$ cat config.mk
export PLATFORM = sky130hd
export DESIGN_NAME = wb_regfile_hilo
export DESIGN_NICKNAME = d
export VERILOG_FILES = /design/src/rtl/wb_regfile_hilo.sv
export SDC_FILE = /design/constraint.sdc
export NUM_CORES = 2
export LEC_CHECK = 0
export BUFFER_PORTS_ARGS = -buffer_cell sky130_fd_sc_hd__clkbuf_2
export CAP_MARGIN = 10
export CORE_MARGIN = 2
export CORE_UTILIZATION = 27
export DETAILED_ROUTE_END_ITERATION = 12
export GPL_TIMING_DRIVEN = 0
export PLACE_DENSITY = 0.47
export SLEW_MARGIN = 40
export SYNTH_ARGS = -nofsm -noshare
export SYNTH_HDL_FRONTEND = slang
export SYNTH_SLANG_ARGS = --single-unit
$ cat constraint.sdc
create_clock -name clk -period 4.6 [get_ports clk]
set_input_delay 0.46 -clock clk [delete_from_list [all_inputs] [get_ports clk]]
set_output_delay 0.46 -clock clk [all_outputs]
set_load 0.01 [all_outputs]
$ cat src/rtl/wb_regfile_hilo.sv
// wb_regfile_hilo: write-back sink holding the 32x32 GPR file ($0 fixed at zero) and the HI/LO pair.
//   clk                              rising-edge clock
//   rst                              asynchronous active-low reset
//   wb_wd/wb_wreg/wb_wdata           GPR write port from MEM/WB
//   wb_whilo/wb_hi/wb_lo             HI/LO write port (both halves together)
//   re1/raddr1/rdata1                GPR read port 1, combinational with write bypass
//   re2/raddr2/rdata2                GPR read port 2, combinational with write bypass
//   hi_o/lo_o                        HI/LO read port, combinational with write bypass
module wb_regfile_hilo #(
    parameter int DATA_W = 32,
    parameter int ADDR_W = 5,
    parameter int NREG   = 32
) (
    input  logic              clk,
    input  logic              rst,
    input  logic [ADDR_W-1:0] wb_wd,
    input  logic              wb_wreg,
    input  logic [DATA_W-1:0] wb_wdata,
    input  logic              wb_whilo,
    input  logic [DATA_W-1:0] wb_hi,
    input  logic [DATA_W-1:0] wb_lo,
    input  logic              re1,
    input  logic [ADDR_W-1:0] raddr1,
    output logic [DATA_W-1:0] rdata1,
    input  logic              re2,
    input  logic [ADDR_W-1:0] raddr2,
    output logic [DATA_W-1:0] rdata2,
    output logic [DATA_W-1:0] hi_o,
    output logic [DATA_W-1:0] lo_o
);
    logic [DATA_W-1:0] r_regs [NREG];
    logic [DATA_W-1:0] r_hi;
    logic [DATA_W-1:0] r_lo;
    logic              w_gpr_we;

    // $0 is never written, so it stays at its reset value of zero.
    assign w_gpr_we = wb_wreg && (wb_wd != '0);

    always_ff @(posedge clk or negedge rst) begin
        if (!rst) begin
            for (int i = 0; i < NREG; i++) r_regs[i] <= '0;
            r_hi <= '0;
            r_lo <= '0;
        end else begin
            if (w_gpr_we) r_regs[wb_wd] <= wb_wdata;
            if (wb_whilo) begin
                r_hi <= wb_hi;
                r_lo <= wb_lo;
            end
        end
    end

    // Bypass only when the write would actually land; $0 is masked before the bypass.
    assign rdata1 = (!rst || !re1 || raddr1 == '0) ? '0 :
                    (wb_wreg && wb_wd == raddr1)   ? wb_wdata : r_regs[raddr1];
    assign rdata2 = (!rst || !re2 || raddr2 == '0) ? '0 :
                    (wb_wreg && wb_wd == raddr2)   ? wb_wdata : r_regs[raddr2];
    assign hi_o   = !rst ? '0 : wb_whilo ? wb_hi : r_hi;
    assign lo_o   = !rst ? '0 : wb_whilo ? wb_lo : r_lo;
endmodule

======== Word level (Yosys, flattened, before mapping) ========
Cells that the tools add are included.
word-level totals
  register bits ........................... 1088
  output and inout bits ................... 128
  word-level logic and storage cells ...... 74
operators by class
  $lt $le $gt $ge ......................... 4
  eq/ne operators ......................... 2
  muxes and demuxes ....................... 17
  bitwise logic cells ..................... 3
  reductions and logical operators ........ 14
operators by type and width
  cell                                                      count
  bitwise mux 1024 bit                                      1
  two-way mux 32 bit                                        13
  binary-select mux 32 bit (select 5 bit)                   2
  demux 32 bit (select 5 bit)                               1
  greater-or-equal comparator 6 bit, second input constant  3
  inverter 5 -> 6 bit                                       3
  equality test 5 bit                                       2
  logical NOT 5 bit                                         2
  < comparator 6 x 1 -> 1 bit, second input constant        1
  nonzero test 5 bit                                        1
  logical AND 1 bit                                         4
  logical OR 1 bit                                          4
  logical NOT 1 bit                                         3

======== Logic depth before layout (Yosys ltp) ========
  word-level depth ........................ 6
  mapped depth ............................ 9
  mapped depth without buffers ............ 5

======== Worst setup path before layout ========
No wires, ideal clock.
  path kind ............................... in2out
  start point ............................. in raddr2[1]
  end point ............................... out rdata2[5]
  arrival time ............................ 2186 ps
  slack ................................... 1954 ps
  stages on the path ...................... 8
  path buffers ............................ 3
  cells stage by stage .................... buf_2 buf_4 clkbuf_1 mux4_2 nor2b_1 a211oi_1 a21oi_1 a221o_1
between the ends
  word-level cells in the longest chain between the ends .. 6
  elaborated cells on any way between the ends .. 10
  those cells by class .................... eq/ne (1); mux (5); bitwise (1); reduce/logical (3)
ends and longest elaborated chain
  what                                                   RTL line  source
  start: declaration                                     26        input logic [ADDR_W-1:0] raddr2,
  inverter 5 -> 6 bit (implied by the code)              57        (wb_wreg && wb_wd == raddr2) ? wb_wdata : r_regs[raddr2];
  binary-select mux 32 bit (select 5 bit)                57
  two-way mux 32 bit (implied by the code) (2 in a row)  57
  two-way mux 32 bit                                     57
  two-way mux 32 bit (*)                                 56        assign rdata2 = (!rst || !re2 || raddr2 == '0) ? '0 :
  end: declaration                                       27        output logic [DATA_W-1:0] rdata2,
Every way passes the cells marked *; elsewhere a longest branch is shown, timed or not. The select of a mux whose other input is x is not followed.

======== Worst setup path after layout ========
  start point ............................. in raddr2[1]
  end point ............................... out rdata2[19]
Same word-level chain as after synthesis.

==> results.ini <==
[clock_network]
cts_buffer_depth=3
cts_tree=built
post_cts_buffers=0
cts_buffers=132
cts.sinks=1088
ctsHtreeMaxLevel=4
root_buffer=clkbuf_16
worstSkewPairLatency_ns=0.79
cts.reportedPaths.clkPinSlew_ns=0.06

[timing]
final-setup-viol-count=4
fmaxAchievable_mhz=214
period_needed_ns=4.67
finalHoldViolations=0
hold_slack_ns=0.0632
timing.final.crit_share=1.02
rsz0062_at_grt=no
finalWorstSetupSlack_ns=-0.0711
finalMaxSlewViolations=0
maxSlewHeadroom=0.325
fin_setup_tns_ns=-0.125
finalClockSkew_ns=0
worstMarginPinSlew_ns=1.01

[critical_path]
max_stage_delay_ns=0.67
rrSetupSlack_ns=3.75
arrival_ns=4.21
crit_path_start_kind=input port
reg2reg_to=r_regs[967]
worstPathRequired_ns=4.14
r2r_start=r_regs[967]
path_common_cell=buf_2
cp_slowest_cell=buf_2
crit_chain=buf_2 > buf_2 > buf_2 > buf_2 > mux4_2 > mux2i_1 > a21oi_1 > a221o_1 > clkbuf_2
endpoint_kind=primary output
rr_worst_depth=1
cp_max_fo=10
critical_path_class=input port to primary output

[placed_design]
placed_area_um2=63900
dp_cells=7051
gp_congestion=0.953
numPortBuffers=229
place_ws_ns=-0.398
place_hpwl_um=187000

[final_layout]
drive_gt1_frac=0.423
stdcell_area_um2=69100
area_delta_synth_final_pct=19.3
finalNonFillerCells=7368
fin_nets=4542
fin_util=0.323

[detailed_routing]
wl_um=256000
post-route-drc-count=0
firstDrtPassIters=6
ant_nets=0
via_count=40500
wire_per_inst_um=34.7
detail_route.vias_per_cell=5.49
drt_first_iter_violations=3836

[power]
p_leak_nw=30.0
power.density_nw_per_um2=427
peakVddDrop_mv=0.364
power.total_mw=29.5

[synth]
avgSynthCellArea_um2=14.7
synth.net_count=4060
async_reset_ff_frac=1.00
synth_top_flop_cell=dfrtp_1
seq_area_frac_synth=0.470
synth-seq-cells=1088
synthCells=3943
yosysUniqueCellTypes=51
netlist_area_um2=57900
ys_warn_count=0
synth_edf_count=0

[floorplanning]
die_w_um=467
initial_core_util=0.271
die_y_um=467
io_pins=245
core_um2=214000
num_rows=170
die_area_um2=218000

[worst_hold_path]
worstHoldEndpoint=r_regs[7]
min-delay-start=wb_wdata[7]
hold_depth=2
hp-class=input port to flop

[global_routing]
grt_use_total=0.233
grt_pass1_vias=41400
grt_overflow=0
grt_max_degree=65
antenna_found_initial=25
grt_first_pass_wirelength_um=351000

[outcome]
violations=negative setup slack
outcome=complete, but fails checks

[run]
cap_violations=0

sequential cells by signal (all words and copies together) (netlist names):
signal / count
r_hi: 32
r_lo: 32
r_regs: 1024
cell usage in the layout (no fill, tap or decap), drive strengths merged, types with 8 or more instances in the layout:
cell         instances
nor2                21
a221o               30
clkbuf             672
buf                248
and2                97
a22oi               42
clkinv              23
a31oi                8
a211oi             106
dfrtp             1088
a22o                41
diode               12
a32o                 8
nor2b               64
dlygate4sd3         70
o22ai               34
mux4               439
o221ai              27
a21oi               83
nand2               37
o21ai               14
mux2i              205
mux2              1071
inv                  9
logic make-up (layout without fill, tap and decap cells):
logic type	after synthesis	after routing	share of synthesized area
multiplexers	1715	1715	0.414
flip-flops	1088	1088	0.470
buffers and inverters	454	1029	0.0361
AO/OA/AOI/OAI	406	406	0.0510
AND/OR/NAND/NOR	270	270	0.0271
XOR/XNOR	10	10	0.00151
other	0	12	0
power breakdown:
part	leakage [nW]	switching (mW)	total, mW	internal, mW
sequential	13.9	1.30	12.6	11.3
combinational	14.0	2.96	6.22	3.26
clock	2.10	4.50	10.6	6.12
total	30.0	8.76	29.5	20.7
Yosys cell counts (all sizes together), types with 27 or more instances:
cell type	n	area, µm²
mux4	439	9890
o22ai	34	213
a22oi	42	315
clkbuf	251	942
mux2i	205	2050
a221o	30	300
dfrtp	1088	27200
a21oi	83	415
o221ai	27	236
a211oi	106	796
nor2b	64	400
and2	97	607
nand2	37	139
buf	202	1140
a22o	41	359
mux2	1071	12100
critical path: cells and delay by family:
family          cells  cell delay [ns]
compound gates      2             0.63
buf+inv             5             2.17
mux                 2             0.91
cell type report:
class                      instances  area (µm²)
tap                             2838        3550
multi-input combinational       2401       28700
timing repair buffer             348        3100
clock buffer                     190        3830
buffer                           453        2250
antenna                           12        30.0
sequential                      1088       27200
fill                           21300      145000
inverter                           1        3.75
clock inverter                    37         428
how the worst max path moves through the flow:
| stage | endpoint | from | cells after the start | slack (ns) |
|---|---|---|---|---|
| after floorplan | rdata2[5] | raddr2[1] | 8 | 1.95 |
| after global placement | rdata2[13] | rst | 8 | -27.45 |
| after detailed placement | rdata2[11] | rst | 12 | -0.40 |
| after CTS | rdata2[19] | rst | 13 | 0.07 |
| after global routing | rdata2[14] | raddr2[1] | 9 | 0.04 |
| final | rdata2[19] | raddr2[1] | 9 | -0.07 |
routing by layer:
layer | share of wire | up-vias | track usage
li1 | - | 16200 | -
met1 | 0.41 | 22000 | 0.298
met2 | 0.46 | 1779 | 0.366
met3 | 0.067 | 523 | 0.0446
met4 | 0.068 | 10 | 0.137
met5 | 0.00024 | - | 0
timing repair:
item	in CTS	in global routing
cloned	1	0
hold buffers	77	0
gates resized for setup	14	11
endpoints found under the setup margin	40	31
endpoints found under the hold margin	125	0
Power figures use the tool's default switching activity.
